File: src/rtl/wb_stage_if.sv
// Write-back stage bus: instruction fields from the memory stage, the LSU
// response, and the commit/forwarding/exception outputs.
interface wb_stage_if;
   logic        wb_valid;
   logic        rd_wr_en_wb;
   logic [4:0]  rd_wr_addr_wb;
   logic [31:0] rd_wr_data_wb;
   logic        lsu_en_wb;
   logic        wb_data_mux;
   logic [2:0]  lsu_dtype_wb;
   logic [31:0] lsu_addr_wb;
   logic [31:0] lsu_rdata;
   logic        lsu_valid;
   logic        lsu_err;
   logic        exc_taken_wb;
   logic [5:0]  exc_cause_wb;
   logic [31:0] exc_tval_wb;
   logic        ready_wb;
   logic        rf_we;
   logic [4:0]  rf_waddr;
   logic [31:0] rf_wdata;
   logic        forward_wb_en;
   logic [4:0]  forward_wb_addr;
   logic [31:0] forward_wb_wdata;
   logic        exc_req;
   logic [5:0]  exc_cause;
   logic [31:0] exc_tval;
   logic        retire;
   logic        spurious_rsp;

   modport master (
      output wb_valid, rd_wr_en_wb, rd_wr_addr_wb, rd_wr_data_wb, lsu_en_wb,
             wb_data_mux, lsu_dtype_wb, lsu_addr_wb, lsu_rdata, lsu_valid,
             lsu_err, exc_taken_wb, exc_cause_wb, exc_tval_wb,
      input  ready_wb, rf_we, rf_waddr, rf_wdata, forward_wb_en,
             forward_wb_addr, forward_wb_wdata, exc_req, exc_cause, exc_tval,
             retire, spurious_rsp
   );

   modport slave (
      input  wb_valid, rd_wr_en_wb, rd_wr_addr_wb, rd_wr_data_wb, lsu_en_wb,
             wb_data_mux, lsu_dtype_wb, lsu_addr_wb, lsu_rdata, lsu_valid,
             lsu_err, exc_taken_wb, exc_cause_wb, exc_tval_wb,
      output ready_wb, rf_we, rf_waddr, rf_wdata, forward_wb_en,
             forward_wb_addr, forward_wb_wdata, exc_req, exc_cause, exc_tval,
             retire, spurious_rsp
   );
endinterface

File: src/rtl/wb_stage.sv
// Write-back stage: completes LSU responses, aligns load data, commits rd
// writes / forwarding and reports precise exceptions, one registered cycle late.
module wb_stage #(
   parameter int RSP_TIMEOUT = 64,
   parameter int CNT_W       = 7
) (
   input  logic      clk,
   input  logic      reset,
   wb_stage_if.slave wb
);

   typedef enum logic {IDLE, WAIT_RSP} state_e;

   typedef struct packed {
      logic        rd_en;
      logic [4:0]  rd;
      logic [31:0] data;
      logic        load;
      logic [2:0]  dtype;
      logic [31:0] addr;
   } op_t;

   typedef struct packed {
      logic        rf_we;
      logic [4:0]  waddr;
      logic [31:0] wdata;
      logic        exc;
      logic [5:0]  cause;
      logic [31:0] tval;
      logic        retire;
      logic        spur;
   } commit_t;

   localparam logic [CNT_W-1:0] CNT_LAST = CNT_W'(RSP_TIMEOUT - 1);

   function automatic logic [31:0] align_load(logic [2:0] dtype, logic [1:0] off,
                                              logic [31:0] rdata);
      logic [7:0]  b;
      logic [15:0] h;
      logic [31:0] r;
      b = rdata[8*off +: 8];
      h = off[1] ? rdata[31:16] : rdata[15:0];
      case (dtype)
         3'd0:    r = {{24{b[7]}}, b};
         3'd1:    r = {{16{h[15]}}, h};
         3'd4:    r = {24'd0, b};
         3'd5:    r = {16'd0, h};
         default: r = rdata;
      endcase
      return r;
   endfunction

   // Errors and timeouts share this path: a timeout is an access fault.
   function automatic commit_t complete_op(op_t op, logic err, logic [31:0] rdata);
      commit_t c;
      c = '0;
      if (err) begin
         c.exc   = 1'b1;
         c.cause = op.load ? 6'd5 : 6'd7;
         c.tval  = op.addr;
      end else if (op.load) begin
         c.rf_we  = (op.rd != 5'd0);
         c.waddr  = op.rd;
         c.wdata  = align_load(op.dtype, op.addr[1:0], rdata);
         c.retire = 1'b1;
      end else begin
         c.rf_we  = op.rd_en && (op.rd != 5'd0);
         c.waddr  = op.rd;
         c.wdata  = op.data;
         c.retire = 1'b1;
      end
      return c;
   endfunction

   state_e           state_q, state_d;
   logic [CNT_W-1:0] cnt_q, cnt_d;
   op_t              cap_q, cap_d;
   commit_t          cmt_q, cmt_d;
   op_t              in_op, alu_op;
   logic             ready_c;

   always_comb begin
      in_op.rd_en = wb.rd_wr_en_wb;
      in_op.rd    = wb.rd_wr_addr_wb;
      in_op.data  = wb.rd_wr_data_wb;
      in_op.load  = wb.wb_data_mux;
      in_op.dtype = wb.lsu_dtype_wb;
      in_op.addr  = wb.lsu_addr_wb;
      alu_op      = in_op;
      alu_op.load = 1'b0;
   end

   always_comb begin
      state_d = state_q;
      cnt_d   = cnt_q;
      cap_d   = cap_q;
      cmt_d   = '0;
      ready_c = 1'b1;
      case (state_q)
         IDLE: begin
            if (wb.wb_valid) begin
               cap_d = in_op;
               if (wb.exc_taken_wb) begin
                  cmt_d.exc   = 1'b1;
                  cmt_d.cause = wb.exc_cause_wb;
                  cmt_d.tval  = wb.exc_tval_wb;
               end else if (!wb.lsu_en_wb) begin
                  cmt_d = complete_op(alu_op, 1'b0, wb.lsu_rdata);
               end else if (wb.lsu_valid) begin
                  cmt_d = complete_op(in_op, wb.lsu_err, wb.lsu_rdata);
               end else begin
                  state_d = WAIT_RSP;
                  cnt_d   = '0;
                  ready_c = 1'b0;
               end
            end else if (wb.lsu_valid) begin
               cmt_d.spur = 1'b1;
            end
         end
         WAIT_RSP: begin
            ready_c = 1'b0;
            // A response arriving in the timeout cycle takes priority.
            if (wb.lsu_valid) begin
               cmt_d   = complete_op(cap_q, wb.lsu_err, wb.lsu_rdata);
               state_d = IDLE;
               ready_c = 1'b1;
            end else if (cnt_q == CNT_LAST) begin
               cmt_d   = complete_op(cap_q, 1'b1, wb.lsu_rdata);
               state_d = IDLE;
               ready_c = 1'b1;
            end else begin
               cnt_d = cnt_q + 1'b1;
            end
         end
         default: state_d = IDLE;
      endcase
   end

   always_ff @(posedge clk or posedge reset) begin
      if (reset) begin
         state_q <= IDLE;
         cnt_q   <= '0;
         cap_q   <= '0;
         cmt_q   <= '0;
      end else begin
         state_q <= state_d;
         cnt_q   <= cnt_d;
         cap_q   <= cap_d;
         cmt_q   <= cmt_d;
      end
   end

   assign wb.ready_wb         = ready_c;
   assign wb.rf_we            = cmt_q.rf_we;
   assign wb.rf_waddr         = cmt_q.waddr;
   assign wb.rf_wdata         = cmt_q.wdata;
   assign wb.forward_wb_en    = cmt_q.rf_we;
   assign wb.forward_wb_addr  = cmt_q.waddr;
   assign wb.forward_wb_wdata = cmt_q.wdata;
   assign wb.exc_req          = cmt_q.exc;
   assign wb.exc_cause        = cmt_q.cause;
   assign wb.exc_tval         = cmt_q.tval;
   assign wb.retire           = cmt_q.retire;
   assign wb.spurious_rsp     = cmt_q.spur;

endmodule

File: src/flat_wrapper.sv
// flat-port wrapper written by rule: the top's interface ports become plain ports
module wb_stage_flat 
#(
   parameter int RSP_TIMEOUT = 64,
   parameter int CNT_W       = 7
)
  (clk, reset, wb_wb_valid, wb_rd_wr_en_wb, wb_rd_wr_addr_wb, wb_rd_wr_data_wb, wb_lsu_en_wb, wb_wb_data_mux, wb_lsu_dtype_wb, wb_lsu_addr_wb, wb_lsu_rdata, wb_lsu_valid, wb_lsu_err, wb_exc_taken_wb, wb_exc_cause_wb, wb_exc_tval_wb, wb_ready_wb, wb_rf_we, wb_rf_waddr, wb_rf_wdata, wb_forward_wb_en, wb_forward_wb_addr, wb_forward_wb_wdata, wb_exc_req, wb_exc_cause, wb_exc_tval, wb_retire, wb_spurious_rsp);
  wb_stage_if wb_i ();
  input  logic clk;
  input  logic reset;
  input wire logic [$bits(wb_i.wb_valid)-1:0] wb_wb_valid;
  input wire logic [$bits(wb_i.rd_wr_en_wb)-1:0] wb_rd_wr_en_wb;
  input wire logic [$bits(wb_i.rd_wr_addr_wb)-1:0] wb_rd_wr_addr_wb;
  input wire logic [$bits(wb_i.rd_wr_data_wb)-1:0] wb_rd_wr_data_wb;
  input wire logic [$bits(wb_i.lsu_en_wb)-1:0] wb_lsu_en_wb;
  input wire logic [$bits(wb_i.wb_data_mux)-1:0] wb_wb_data_mux;
  input wire logic [$bits(wb_i.lsu_dtype_wb)-1:0] wb_lsu_dtype_wb;
  input wire logic [$bits(wb_i.lsu_addr_wb)-1:0] wb_lsu_addr_wb;
  input wire logic [$bits(wb_i.lsu_rdata)-1:0] wb_lsu_rdata;
  input wire logic [$bits(wb_i.lsu_valid)-1:0] wb_lsu_valid;
  input wire logic [$bits(wb_i.lsu_err)-1:0] wb_lsu_err;
  input wire logic [$bits(wb_i.exc_taken_wb)-1:0] wb_exc_taken_wb;
  input wire logic [$bits(wb_i.exc_cause_wb)-1:0] wb_exc_cause_wb;
  input wire logic [$bits(wb_i.exc_tval_wb)-1:0] wb_exc_tval_wb;
  output wire logic [$bits(wb_i.ready_wb)-1:0] wb_ready_wb;
  output wire logic [$bits(wb_i.rf_we)-1:0] wb_rf_we;
  output wire logic [$bits(wb_i.rf_waddr)-1:0] wb_rf_waddr;
  output wire logic [$bits(wb_i.rf_wdata)-1:0] wb_rf_wdata;
  output wire logic [$bits(wb_i.forward_wb_en)-1:0] wb_forward_wb_en;
  output wire logic [$bits(wb_i.forward_wb_addr)-1:0] wb_forward_wb_addr;
  output wire logic [$bits(wb_i.forward_wb_wdata)-1:0] wb_forward_wb_wdata;
  output wire logic [$bits(wb_i.exc_req)-1:0] wb_exc_req;
  output wire logic [$bits(wb_i.exc_cause)-1:0] wb_exc_cause;
  output wire logic [$bits(wb_i.exc_tval)-1:0] wb_exc_tval;
  output wire logic [$bits(wb_i.retire)-1:0] wb_retire;
  output wire logic [$bits(wb_i.spurious_rsp)-1:0] wb_spurious_rsp;
  assign wb_i.wb_valid = wb_wb_valid;
  assign wb_i.rd_wr_en_wb = wb_rd_wr_en_wb;
  assign wb_i.rd_wr_addr_wb = wb_rd_wr_addr_wb;
  assign wb_i.rd_wr_data_wb = wb_rd_wr_data_wb;
  assign wb_i.lsu_en_wb = wb_lsu_en_wb;
  assign wb_i.wb_data_mux = wb_wb_data_mux;
  assign wb_i.lsu_dtype_wb = wb_lsu_dtype_wb;
  assign wb_i.lsu_addr_wb = wb_lsu_addr_wb;
  assign wb_i.lsu_rdata = wb_lsu_rdata;
  assign wb_i.lsu_valid = wb_lsu_valid;
  assign wb_i.lsu_err = wb_lsu_err;
  assign wb_i.exc_taken_wb = wb_exc_taken_wb;
  assign wb_i.exc_cause_wb = wb_exc_cause_wb;
  assign wb_i.exc_tval_wb = wb_exc_tval_wb;
  assign wb_ready_wb = wb_i.ready_wb;
  assign wb_rf_we = wb_i.rf_we;
  assign wb_rf_waddr = wb_i.rf_waddr;
  assign wb_rf_wdata = wb_i.rf_wdata;
  assign wb_forward_wb_en = wb_i.forward_wb_en;
  assign wb_forward_wb_addr = wb_i.forward_wb_addr;
  assign wb_forward_wb_wdata = wb_i.forward_wb_wdata;
  assign wb_exc_req = wb_i.exc_req;
  assign wb_exc_cause = wb_i.exc_cause;
  assign wb_exc_tval = wb_i.exc_tval;
  assign wb_retire = wb_i.retire;
  assign wb_spurious_rsp = wb_i.spurious_rsp;
  wb_stage #(.RSP_TIMEOUT(RSP_TIMEOUT), .CNT_W(CNT_W)) u_core (.clk(clk), .reset(reset), .wb(wb_i));
endmodule
File: config.mk
export PLATFORM = sky130hd
export DESIGN_NAME = wb_stage_flat
export DESIGN_NICKNAME = d
export VERILOG_FILES = /design/src/rtl/wb_stage_if.sv /design/src/rtl/wb_stage.sv /design/src/flat_wrapper.sv
export SDC_FILE = /design/constraint.sdc
export NUM_CORES = 1
export LEC_CHECK = 0
export ABC_AREA = 1
export BUFFER_PORTS_ARGS = -buffer_cell sky130_fd_sc_hd__buf_4
export CAP_MARGIN = 30
export CORE_MARGIN = 1.5
export CORE_UTILIZATION = 35
export CTS_CLUSTER_DIAMETER = 80
export DETAILED_ROUTE_END_ITERATION = 6
export PLACE_DENSITY_LB_ADDON = 0.05
export REMOVE_ABC_BUFFERS = 1
export SYNTH_ARGS = -nofsm -noshare
export SYNTH_HDL_FRONTEND = slang
export SYNTH_SLANG_ARGS = --single-unit
export TNS_END_PERCENT = 100
File: constraint.sdc
create_clock -name clk -period 6.4 [get_ports clk]
set_input_delay 0.64 -clock clk [delete_from_list [all_inputs] [get_ports clk]]
set_output_delay 0.64 -clock clk [all_outputs]
set_load 0.02 [all_outputs]
==> metrics.md <==
| Metric | Value |
|---|---|
| Status | finished, final reports clean |
| CP Launch Type | register |
| #FFs+latches synth | 161 |
| I/O pins | 269 |
| CP endpoint kind | primary output |
| Cts hold-fix bufs | 0 |
| CP arrival | 2.31 ns |
| Clk Latency, worst-skew pair | 0.44 ns |
| GRT overflow | 0 |
| GR Util met2 | 0.3437 |
| Met1 Track Usage GR | 0.3083 |
| TritonCTS clock tree | done |
| Crit Path Max Fanout | 76 |
| Final Critical Period | 2.953 ns |
| Row count | 58 |
| Synth warnings | 0 |
| Post-synth EDFFs | 0 |
| Fin crit share | 0.4614 |
| Kind of critical path | register to primary output |
| Pleak | 6.242 nW |
| Setup TNS | 0 ns |
| RSZ-0062 raised after global routing | no |
| Drt first pass iters | 5 |
| Initial antenna violation count | 0 |
| Top-count cell post-synth | nand2_1 |
| Slew margin rel. | 0.4055 |
| Vias in the first global route | 8155 |
| Cells after synthesis | 1263 |
| Peak Freq | 338.6 MHz |
| Share of cells above drive strength 1 | 0.2512 |
| Core Util, Final | 0.4557 |
| Vias | 8559 |
| GR Layer Usage met3 | 0.03182 |
| Slew at the pin closest to its max-slew limit | 0.8896 ns |
| First-pass GRT wire length | 44.77 mm |
| Post-CTS Resized | 0 |
| DRC | 0 |
| CTS clk-pin slew, worst paths | 0.08 ns |
| Largest net degree at the start of global routing | 87 |
| Syn Area/Cell | 7.178 µm² |
| PortBufs | 268 |
| Clock Skews | 0.01532 ns |
| Final setup violation count | 0 |
| Wire length per cell | 15.99 µm |
| Die width | 163.9 µm |
| Detail Route Antenna Nets | 0 |
| Final hold vios | 0 |
| Starting Density | 0.3580 |
| Post-synth top flop | dfrtp_1 |
| Num Clock Sinks | 161 |
| Sequential element share of the synthesized area | 0.4444 |
| Root buffer cell | clkbuf_16 |
| Critical Path RT | 5.76 ns |
| Final std cells w/o fill | 1799 |
| Die H | 163.9 µm |
| Routed WL | 28.77 mm |
| Final max-slew violation count | 0 |
| Hold crit path type | primary input to async pin |
| Synthesized area | 0.009066 mm² |
| Core Region | 0.02533 mm² |
| Netlist cell types | 40 |
| Synth top cells by count | 441 x nand2_1, 161 x dfrtp_1, 115 x o21ai_0, 111 x nor2_1, 99 x inv_1 |
| VDD IR max | 0.1290 mV |
| Area grow syn2layout | 27.31% |
| Share of the synthesized area in the top cell type | 0.4444 |
| # Post-CTS Setup Buffers | 0 |
| CTS Buf Count | 17 |
| H-tree lvl count | 4 |
| Synth async-reset ratio | 1.000 |
| HPWL Detailed | 19.85 mm |
| Clk buf depth | 2 |
| Vias per inst | 4.758 |
| Die area | 0.02688 mm² |
| Diode count | 0 |
| Nets | 1608 |
| Largest cells by area after synthesis | dfrtp_1 44%, nand2_1 18%, o21ai_0 6.3%, nor2_1 4.6%, a21oi_1 4.1% |
| Busiest grt layer | met2 |
| Gr usage total | 0.2158 |
| GP Congestion | 0.8455 |
| Inst Count DP | 1767 |
| Max-cap check violation count | 0 |
| Starting DRT DRC Count | 779 |
| Area leader, netlist | dfrtp_1 |
| Pwr dens | 240.7 mW/mm² |
==> placed cells by master, fill, tap and decap left out, types with 12 or more instances in the layout <==
cell type	n
dfrtp_1	160
o21ai_0	115
buf_4	275
clkbuf_16	17
o21ai_1	20
a21oi_1	75
nor2_1	111
nand3_1	38
nand2_2	16
inv_1	98
inv_2	13
nand3_2	12
nand2_1	441
==> registers in the layout (all words and copies together), names as in the netlist <==
name,cells
u_core.cap_q,74
u_core.wb.exc_tval,32
u_core.wb.forward_wb_wdata,32
u_core.cnt_q,7
u_core.wb.exc_cause,6
u_core.wb.forward_wb_addr,5
u_core.state_q,1
u_core.wb.exc_req,1
u_core.wb.forward_wb_en,1
u_core.wb.retire,1
u_core.wb.spurious_rsp,1
==> critical path, stage by stage, from the launching register on <==
cell	delay, ns
dfrtp_1	0.50
inv_2	0.10
nand2_2	0.06
buf_4	0.59
nor2_4	0.06
nand3_1	0.16
nand2_2	0.14
inv_2	0.11
buf_4	0.14
==> through the flow <==
step / total power, mW / hold WS, ns / worst slack [ns] / area [µm²]
after floorplan: 1.504 / 0.4436 / 1.412 / 8436
after global placement: 1.772 / 0.4634 / 3.700 / 10920
after CTS: 2.812 / 0.1182 / 3.369 / 11540
after global routing: 2.925 / 0.1269 / 3.248 / 11540
after detailed placement: 1.777 / 0.4655 / 3.686 / 10950
final: 2.778 / 0.1258 / 3.447 / 11540
==> layout make-up <==
cell class                      count  area [µm²]
Clock inverter                     15       165.2
Multi-Input combinational cell    887        3983
Fill cell                        2658       13780
Timing Repair Buffer              276        2092
Sequential cell                   161        4030
Tap cell                          330       412.9
Clock buffer                       17       425.4
Inverter                          113       434.2
==> per-layer routing <==
layer | vias up | routed length [µm]
li1 | 4327 | -
met1 | 3961 | 13770
met2 | 256 | 13120
met3 | 15 | 1684
met4 | 0 | 200
met5 | - | 0
==> report_power, final <==
group / internal [mW] / switching (mW) / total (mW) / leakage [nW]
clock network: 0.524 / 0.500 / 1.02 / 0.290
registers: 1.10 / 0.0555 / 1.16 / 2.07
logic: 0.224 / 0.373 / 0.597 / 3.88
==> worst paths after layout <==
| kind | from | end | slack [ns] | depth (start not counted) |
|---|---|---|---|---|
| setup / recovery | u_core.state_q$_DFF_PP0_ | wb_ready_wb | 3.45 | 8 |
| min in group clk | wb_wb_valid | u_core.wb.spurious_rsp$_DFF_PP0_ | 0.37 | 2 |
| hold / removal | reset | u_core.wb.exc_tval[15]$_DFF_PP0_ | 0.13 | 2 |
| max in group asynchronous | reset | u_core.wb.forward_wb_wdata[25]$_DFF_PP0_ | 4.80 | 4 |
| hold reg to reg | u_core.cap_q[66]$_DFFE_PP0P_ | u_core.cap_q[66]$_DFFE_PP0P_ | 0.48 | 2 |
| setup reg to reg | u_core.state_q$_DFF_PP0_ | u_core.wb.forward_wb_en$_DFF_PP0_ | 3.95 | 8 |
==> kinds of logic after synthesis <==
logic type	share of synthesized area
buffers and inverters	0.1169
AND/OR/NAND/NOR	0.2984
XOR/XNOR	0.001932
AO/OA/AOI/OAI	0.1370
flip-flops	0.4444
adder cells (fa/ha/maj)	0.001380
No activity file was read; power rests on OpenSTA's default activity.
